==> config.mk <==
export PLATFORM = sky130hd
export DESIGN_NAME = tpu_wb_initiator
export DESIGN_NICKNAME = d
export VERILOG_FILES = /design/src/rtl/tpu_wb_initiator.sv
export SDC_FILE = /design/constraint.sdc
export NUM_CORES = 1
export LEC_CHECK = 0
export ABC_AREA = 1
export BUFFER_PORTS_ARGS = -buffer_cell sky130_fd_sc_hd__buf_2
export CORE_MARGIN = 5
export CORE_UTILIZATION = 35
export CTS_CLUSTER_DIAMETER = 80
export DETAILED_ROUTE_END_ITERATION = 10
export PLACE_DENSITY_LB_ADDON = 0.12
export SKIP_LAST_GASP = 1
export SLEW_MARGIN = 20
export SYNTH_ARGS = -nofsm -noshare
export SYNTH_HDL_FRONTEND = slang
export SYNTH_SLANG_ARGS = --single-unit
==> constraint.sdc <==
create_clock -name clk -period 4.5 [get_ports clk]
set_input_delay 0.225 -clock clk [delete_from_list [all_inputs] [get_ports clk]]
set_output_delay 0.225 -clock clk [all_outputs]
set_load 0.05 [all_outputs]
==> src/rtl/tpu_wb_initiator.sv <==
// Wishbone classic single-transfer initiator for the TPU slave window: n_writes from the write FIFO, then n_reads into the read FIFO.
// Optional stb-to-ack watchdog enabled by defining TPU_WB_TIMEOUT_EN.

module tpu_wb_fifo #(
    parameter int DEPTH = 8,
    parameter int W     = 32
) (
    input  logic         clk,
    input  logic         rst,
    input  logic         flush,
    input  logic         push,
    input  logic [W-1:0] push_data,
    input  logic         pop,
    output logic [W-1:0] head,
    output logic         full,
    output logic         empty
);
    localparam int AW = $clog2(DEPTH);

    logic [W-1:0] mem [DEPTH];
    logic [AW:0]  wp, rp;

    always_ff @(posedge clk) begin
        if (rst || flush) begin
            wp <= '0;
            rp <= '0;
        end else begin
            if (push) wp <= wp + 1'b1;
            if (pop)  rp <= rp + 1'b1;
        end
    end

    always_ff @(posedge clk) begin
        if (push) mem[wp[AW-1:0]] <= push_data;
    end

    assign empty = (wp == rp);
    assign full  = (wp[AW] != rp[AW]) && (wp[AW-1:0] == rp[AW-1:0]);
    // Head reads as zero when empty so the host never sees stale storage.
    assign head  = empty ? '0 : mem[rp[AW-1:0]];
endmodule

module tpu_wb_initiator #(
    parameter logic [31:0] BASE_ADDRESS = 32'h3000_0000,
    parameter int          FIFO_DEPTH   = 8,
    parameter int          TIMEOUT      = 15
) (
    input  logic        clk,
    input  logic        rst,
    input  logic        wr_valid,
    output logic        wr_ready,
    input  logic [31:0] wr_data,
    input  logic        start,
    input  logic [3:0]  n_writes,
    input  logic [3:0]  n_reads,
    output logic        busy,
    output logic        done,
    output logic        error,
    output logic        rd_valid,
    input  logic        rd_ready,
    output logic [31:0] rd_data,
    output logic        wb_cyc_o,
    output logic        wb_stb_o,
    output logic        wb_we_o,
    output logic [3:0]  wb_sel_o,
    output logic [31:0] wb_adr_o,
    output logic [31:0] wb_dat_o,
    input  logic        wb_ack_i,
    input  logic [31:0] wb_dat_i
);
    typedef enum logic [2:0] {IDLE, WR_REQ, WR_GAP, RD_REQ, RD_GAP, FIN} state_t;

    typedef struct packed {
        logic        cyc;
        logic        stb;
        logic        we;
        logic [3:0]  sel;
        logic [31:0] adr;
        logic [31:0] dat;
    } wb_req_t;

    localparam wb_req_t BUS_IDLE = '0;

    function automatic wb_req_t beat(input logic we, input logic [31:0] dat);
        wb_req_t b;
        b.cyc = 1'b1;
        b.stb = 1'b1;
        b.we  = we;
        b.sel = 4'hF;
        b.adr = BASE_ADDRESS;
        b.dat = we ? dat : 32'h0;
        return b;
    endfunction

    state_t      state;
    wb_req_t     bus;
    logic [3:0]  wcnt, rcnt;
    logic        wr_full, wr_empty, rd_full, rd_empty;
    logic [31:0] wr_head;
    logic        ack_ok, wr_push, wr_pop, rd_push, rd_pop, timeout_hit;

    // Acks are only meaningful against our own strobe.
    assign ack_ok  = bus.stb & wb_ack_i;
    assign wr_push = wr_valid & ~wr_full;
    assign wr_pop  = (state == WR_REQ) & ack_ok;
    assign rd_push = (state == RD_REQ) & ack_ok;
    assign rd_pop  = rd_ready & ~rd_empty;

    tpu_wb_fifo #(.DEPTH(FIFO_DEPTH), .W(32)) u_wr_fifo (
        .clk(clk), .rst(rst), .flush(timeout_hit),
        .push(wr_push), .push_data(wr_data), .pop(wr_pop),
        .head(wr_head), .full(wr_full), .empty(wr_empty)
    );

    tpu_wb_fifo #(.DEPTH(FIFO_DEPTH), .W(32)) u_rd_fifo (
        .clk(clk), .rst(rst), .flush(1'b0),
        .push(rd_push), .push_data(wb_dat_i), .pop(rd_pop),
        .head(rd_data), .full(rd_full), .empty(rd_empty)
    );

`ifdef TPU_WB_TIMEOUT_EN
    logic [3:0] wdog;

    always_ff @(posedge clk) begin
        if (rst || !bus.stb || wb_ack_i) wdog <= '0;
        else                             wdog <= wdog + 4'd1;
    end

    // Fires at the end of the TIMEOUT-th strobe cycle without an ack.
    assign timeout_hit = bus.stb & ~wb_ack_i & (wdog == 4'(TIMEOUT - 1));
`else
    logic unused_timeout;
    assign unused_timeout = ^TIMEOUT;
    assign timeout_hit    = 1'b0;
`endif

    always_ff @(posedge clk) begin
        if (rst) begin
            state <= IDLE;
            bus   <= BUS_IDLE;
            wcnt  <= '0;
            rcnt  <= '0;
            busy  <= 1'b0;
            done  <= 1'b0;
            error <= 1'b0;
        end else begin
            done <= 1'b0;
            if (timeout_hit) begin
                bus   <= BUS_IDLE;
                error <= 1'b1;
                state <= FIN;
            end else begin
                case (state)
                    IDLE: if (start) begin
                        wcnt  <= n_writes;
                        rcnt  <= n_reads;
                        error <= 1'b0;
                        busy  <= 1'b1;
                        if (n_writes != 4'd0)     state <= WR_REQ;
                        else if (n_reads != 4'd0) state <= RD_REQ;
                        else                      state <= FIN;
                    end
                    WR_REQ: begin
                        if (!bus.stb) begin
                            if (!wr_empty) bus <= beat(1'b1, wr_head);
                        end else if (wb_ack_i) begin
                            bus   <= BUS_IDLE;
                            wcnt  <= wcnt - 4'd1;
                            state <= WR_GAP;
                        end
                    end
                    // Gap states re-raise stb directly so the next strobe lands two cycles after the ack.
                    WR_GAP: begin
                        if (wcnt != 4'd0) begin
                            state <= WR_REQ;
                            if (!wr_empty) bus <= beat(1'b1, wr_head);
                        end else if (rcnt != 4'd0) begin
                            state <= RD_REQ;
                            if (!rd_full) bus <= beat(1'b0, 32'h0);
                        end else begin
                            state <= FIN;
                        end
                    end
                    RD_REQ: begin
                        if (!bus.stb) begin
                            if (!rd_full) bus <= beat(1'b0, 32'h0);
                        end else if (wb_ack_i) begin
                            bus   <= BUS_IDLE;
                            rcnt  <= rcnt - 4'd1;
                            state <= RD_GAP;
                        end
                    end
                    RD_GAP: begin
                        if (rcnt != 4'd0) begin
                            state <= RD_REQ;
                            if (!rd_full) bus <= beat(1'b0, 32'h0);
                        end else begin
                            state <= FIN;
                        end
                    end
                    FIN: begin
                        done  <= 1'b1;
                        busy  <= 1'b0;
                        state <= IDLE;
                    end
                    default: state <= IDLE;
                endcase
            end
        end
    end

    assign wr_ready = ~wr_full;
    assign rd_valid = ~rd_empty;
    assign wb_cyc_o = bus.cyc;
    assign wb_stb_o = bus.stb;
    assign wb_we_o  = bus.we;
    assign wb_sel_o = bus.sel;
    assign wb_adr_o = bus.adr;
    assign wb_dat_o = bus.dat;
endmodule
==> impl_metrics.yaml, run 1 <==
final_layout:
  drive_gt1_share_pct: 15.7
  fin_cells: 3405
  fill_cells: 6706
  multiInputGateArea_um2: 6320
  area_growth_syn_to_layout_pct: 19.9
  regArea_um2: 17500
  nets: 2492
worst_setup_path:
  cpMostUsedCell: "o21ai_0"
  worstSetupPathType: "reg -> out"
  max_stage_delay_ps: 790
  cpLargestDelayFamily: "buffers and inverters"
  cp_slowest_cell: "buf_4"
  r2r.worst_path.cells: 8
  cp.buffers_inverters: 2
  worstSetupEndpointType: "primary output"
  critical_path_arrival_ps: 3330
  cp.required_ps: 4280
  critPathMaxFanout: 88
  crit_chain: "buf_4 -> o21ai_0 -> o22ai_1 -> o21ai_0 -> a31oi_1 -> buf_2"
  critPathLaunchType: "flip-flop"
  crit_cells: 6
global_routing:
  globalRouteOverflowTotal: 0
  grt_pass1_wl_um: 96600
  grt_max_degree: 89
  grt_pass1_vias: 16300
  grt_usage_pct: 16.4
  antenna_found_initial: 2
yosys:
  synth_edf_count: 512
  async_flop_share_pct: 0
  synthDistinctLibCells: 37
  ys_ff_latch: 618
  syn-instance-count: 2169
  netlist.top_cell.by_area: "edfxtp_1"
  syn-num-nets: 2253
  synth_ff_type: "edfxtp_1"
  synth_top_area_share_pct: 62.8
  synthTopCellsByArea: "edfxtp_1 63%, dfxtp_1 8.7%, nand2_1 7.5%"
  seq_area_frac_synth_pct: 71.5
  syn_area_um2: 24500
  synth.avg_cell_area_um2: 11.3
  ys_warn_count: 0
sta:
  drv_slew: 0
  worst_pin_slew_ps: 1060
  fin_setup_tns_ps: 0
  hold_viol: 0
  rsz0062_at_grt: "no"
  finClkSkew_ps: 19.4
  period_share_pct: 79.1
  setup-violations-final: 0
  fmax_mhz: 281
  relSlewSlack_pct: 29.2
  period_minus_slack_ps: 3560
  fin_ws_ps: 943
placed_design:
  gp_congestion: 0.783
  place_hpwl_um: 35100
  dp.cells: 3203
  io_buffers: 184
  place_ws_ps: 1540
worst_hold_path:
  hp-class: "in -> reg"
  worstHoldPathCells: 7
floorplan:
  rows: 97
  die_w_um: 274
  io-pin-count: 186
  initial_core_util_pct: 35.1
  die_area_um2: 75300
  die_h_um: 274
  core-area_um2: 69700
detailed_routing:
  wire_per_inst_um: 18.6
  wl_met1_um: 27700
  routed-wl-met3_um: 2890
  drc: 0
  firstDrtPassIters: 6
  routed-wl-met2_um: 31200
  routed_via_density: 4.84
  via_count: 16500
  first_iter_violations: 964
  routed_wl_um: 63300
  top_layer_used: "met5"
  ant_nets: 0
flow_run:
  max_cap_viol_count: 0
cts:
  cts-root-buf: "clkbuf_16"
  clk_latency_ps: 610
  cts_tree: "yes"
  cts_setup_buffers: 0
  cts_buffers: 71
  clk_pin_slew_worst_paths_ps: 50
  htreeDepth: 3
  cts_num_sinks: 618
  clk_path_buf_depth: 3
power:
  power_leakage_nw: 10.5
  power_mw: 14.7
  irDropWorstVdd_uv: 313
  p_per_area_nw_per_um2: 502
outcome:
  status: "finished clean"
==> path summary, 6_finish.rpt <==
| check | startpoint | end | slack, ps |
|---|---|---|---|
| setup / recovery | flip-flop | rd_data[28] | 940 |
| hold / removal | n_reads[1] | state[1] | 50 |
| setup reg to reg | state[2] | u_rd_fifo.mem[7][10] | 1580 |
| hold reg to reg | wb_adr_o[8] | wb_adr_o[8] | 440 |
==> synthesized netlist by cell type (3+ instances only) <==
cell,number
nand2_1,488
buf_6,6
a31oi_1,35
and3_1,4
clkinv_1,3
buf_2,9
xor2_1,3
a21oi_1,57
nand3_1,220
o21ai_0,194
clkbuf_1,81
dfxtp_1,106
nor3_1,13
a21oi_2,11
inv_1,49
inv_2,8
edfxtp_1,512
nor2_1,260
nand2_2,14
nor2_2,6
ha_1,6
nand4_1,3
nand3_2,3
buf_4,6
o22ai_1,32
buf_1,23
nor2_4,6
==> area by class of cell <==
cell class              count  area share (%)
well taps                 940            4.01
flip-flops and latches    618            59.6
clock inverters            30           0.823
clock buffers              99            6.67
repair buffers            291            6.53
multi-input cells        1366            21.5
inverters                  60           0.780
diodes                      1         0.00853
==> sequential cells by signal (all words and copies together) (netlist names), named ones only <==
register and count:
wb_stb_o 1, rcnt 4, wb_cyc_o 1, wb_sel_o 4, u_rd_fifo.rp 4, u_wr_fifo.wp 4, u_rd_fifo.wp 4, wb_dat_o 32
u_wr_fifo.rp 4, wb_adr_o 32, busy 1, done 1, state 3, wcnt 4, u_rd_fifo.mem 256, u_wr_fifo.mem 256
wb_we_o 1
==> worst reg2reg max path: stages, from the launching register on <==
cell and delay, ps:
dfxtp_1 440, nor2_4 200, nand2_1 280, nor2_1 310, inv_1 130, nor2_1 100
inv_1 130, nor2_4 630, buf_4 380
==> placed cells by master, fill, tap and decap left out, types with 14 or more instances in the layout <==
cell type and n:
nand3_1 220, a31oi_1 35, edfxtp_1 512, o21ai_0 194, nand2_2 14, inv_1 47, buf_2 184, clkinv_1 16
clkbuf_16 73, nand2_1 488, o22ai_1 32, nor2_4 18, dlygate4sd3_1 72, a21oi_1 57, dfxtp_1 102, buf_4 34
nor2_1 249, clkbuf_1 22
==> power breakdown <==
group	total [mW]	internal (mW)	leakage (nW)	switching (mW)
Clock	5.46	3.17	1.07	2.29
Sequential	6.56	6.40	5.49	0.158
Combinational	2.72	0.705	3.99	2.02
==> logic make-up (layout without fill, tap and decap cells) <==
group,after synthesis,after routing,synth area share (%)
adders and majority gates,6,6,0.307
AOI/OAI and AO/OA,334,334,7.37
DFF,618,618,71.5
other,1,2,0.0153
buffers and inverters,185,480,3.16
and+or+nand+nor,1022,1022,17.6
xor gates and xnor gates,3,3,0.107
==> stage by stage <==
step	utilization, %	hold WS [ps]	cell area [µm²]
2_1_floorplan	-	324	24500
3_3_place_gp	37.9	429	26400
3_5_place_dp	37.9	430	26400
4_1_cts	42.1	2.60	29300
5_1_grt	42.1	42.8	29300
6_report	42.1	47.4	29400
==> per-layer routing <==
metal / vias to the layer above / GRT usage, %
met1: 7979 / 21.4
li1: 8071 / -
met3: 112 / 3.36
met4: 2 / 4.63
met2: 331 / 28.0
met5: - / 0
==> what timing repair did <==
item	CTS	global route
resized for setup	0	0
hold endpoints to repair	520	0
hold buffers	72	0
Note: power is estimated with default switching activity, not from simulation.
==> run 2, diff against run 1 <==
==> constraint.sdc (replaced) <==
create_clock -name clk -period 3.55 [get_ports clk]
set_input_delay 0.1775 -clock clk [delete_from_list [all_inputs] [get_ports clk]]
set_output_delay 0.1775 -clock clk [all_outputs]
set_load 0.05 [all_outputs]
==> run 2 against run 1 <==
First-iteration DRC count down 4.7%. Final cell count up 0.47%. Count of clock-buffer cells in the layout down 4. Sequential power up 26%. Combinational power up 29%. Critical endpoint is now rd_data[16]. Non-clock buffer count up 14. Core utilization up 0.36 points.
==> impl_metrics.yaml, run 2 (synthesis gave the netlist of run 1 again) <==
power:
  p_sw_mw: 5.60
  seq_power_share_pct: 43.9
  internal_power_mw: 13.3
  power_leakage_nw: 10.7
  switching_share_pct: 29.6
  p_per_area_nw_per_um2: 638
  comb_power_share_pct: 18.6
  clockPowerShare_pct: 37.5
  irDropWorstVdd_uv: 332
final_layout:
  final_cell_mix: "512 x edfxtp_1, 488 x nand2_1, 249 x nor2_1"
  area_growth_syn_to_layout_pct: 20.9
  drive_gt1_share_pct: 16.5
  final_common_cell: "edfxtp_1"
  fin_area_um2: 29600
  nets: 2506
  fill_cells: 6663
flow_run:
  max_cap_viol_count: 0
detailed_routing:
  routed_via_density: 4.84
  wire_per_inst_um: 18.4
  firstDrtPassIters: 7
  routed_wl_um: 62900
  first_iter_violations: 919
  via_count: 16500
  ant_nets: 0
  drc: 0
cts:
  cts_tree: "yes"
  clk_latency_ps: 600
  cts-root-buf: "clkbuf_16"
  post_cts_resized: 0
  cts_buffers: 71
  clk_path_buf_depth: 3
  cts_num_sinks: 618
  htreeDepth: 3
  clk_pin_slew_worst_paths_ps: 60
sta:
  fin_ws_ps: 546
  setup-violations-final: 0
  period_minus_slack_ps: 3000
  period_share_pct: 84.6
  hold_viol: 0
  finClkSkew_ps: 27.9
  relSlewSlack_pct: 31.8
  fmax_mhz: 333
  worst_pin_slew_ps: 1020
  drv_slew: 0
  rsz0062_at_grt: "no"
global_routing:
  grt_max_degree: 129
  grt_usage_pct: 16.4
  grt_pass1_vias: 16500
  grt_pass1_wl_um: 97000
  globalRouteOverflowTotal: 0
  antenna_found_initial: 3
placed_design:
  place_hpwl_um: 36100
  dpl-instance-area_um2: 26600
  gp_congestion: 0.758
  io_buffers: 184
  place_ws_ps: 936
worst_setup_path:
  critical_path_arrival_ps: 2830
  worstSetupEndpointType: "primary output"
  critPathLaunchType: "flip-flop"
  critPathMaxFanout: 34
  worstSetupPathType: "reg -> out"
  cp.required_ps: 3370
outcome:
  status: "finished clean"
floorplan:
  rows: 97
  core-area_um2: 69700
  die_area_um2: 75300
  die_h_um: 274
  die_w_um: 274
  initial_core_util_pct: 35.1
  io-pin-count: 186
worst_hold_path:
  hp-class: "in -> reg"
## run 2: cell types whose count changed in the layout (fill, tap and decap cells not counted), moves of 4 or more
cell           delta
dlygate4sd3_1     +4
clkbuf_1          -5
buf_12            +4
clkinv_1          -6
clkinv_2          +7
buf_4             +6
## run 2: through the flow
step | util (%) | hold slack [ps] | TNS, ps | total power, mW | instances
3_3_place_gp | 38.1 | 430 | 0 | 11.9 | 3213
5_1_grt | 42.5 | 67.3 | 0 | 19.9 | 3419
4_1_cts | 42.5 | 36.6 | 0 | 19.2 | 3418
6_report | 42.5 | 69.0 | 0 | 18.9 | 3421
3_5_place_dp | 38.1 | 432 | 0 | 11.9 | 3213
2_1_floorplan | - | 276 | -54450 | 11.0 | 2169
## run 2: power groups by stage
stage	Sequential, mW	Clock (mW)	Combinational [mW]
2_1_floorplan	8.83	0	2.14
3_3_place_gp	8.43	0	3.44
3_5_place_dp	8.44	0	3.49
4_1_cts	8.29	7.34	3.58
5_1_grt	8.32	7.66	3.89
6_report	8.29	7.09	3.51
## run 2: worst max-delay path, cell delays in order, from the launching register on
cell	delay (ps)
dfxtp_1	530
inv_1	120
nand2_1	100
nand2_2	80
nand4_1	90
buf_4	390
o21ai_0	160
a31oi_1	390
buf_2	350
## run 2: worst paths after layout
check	cells past startpoint	end	slack [ps]	from
worst max-delay path	8	rd_data[16]	550	u_rd_fifo.wp[2]
worst min-delay path	3	wb_dat_o[18]	70	rst
worst min register to register	2	wb_adr_o[26]	440	wb_adr_o[26]
worst max register to register	8	u_rd_fifo.mem[1][30]	960	state[2]
## run 2: final cells by class
cell class              instances  area [µm²]  share of cell area (%)
diodes                          3        7.51                  0.0254
clock buffers                  95        1960                    6.62
clock inverters                34         320                    1.08
inverters                      60         228                   0.769
multi-input cells            1366        6320                    21.4
flip-flops and latches        618       17500                    59.1
well taps                     940        1180                    3.97
repair buffers                305        2080                    7.03
## run 2: repair_timing
item,4_1_cts,5_1_grt
hold buffers,76,0
endpoints found under the hold margin,527,0
setup buffers,0,0
## run 2: metal layers
layer | global-route usage (%) | up-vias | wire length, µm
met1 | 20.3 | 8011 | 26300
met2 | 29.1 | 325 | 32000
met3 | 3.57 | 88 | 3280
met5 | 0 | - | 11
met4 | 4.59 | 2 | 1300
li1 | - | 8116 | -
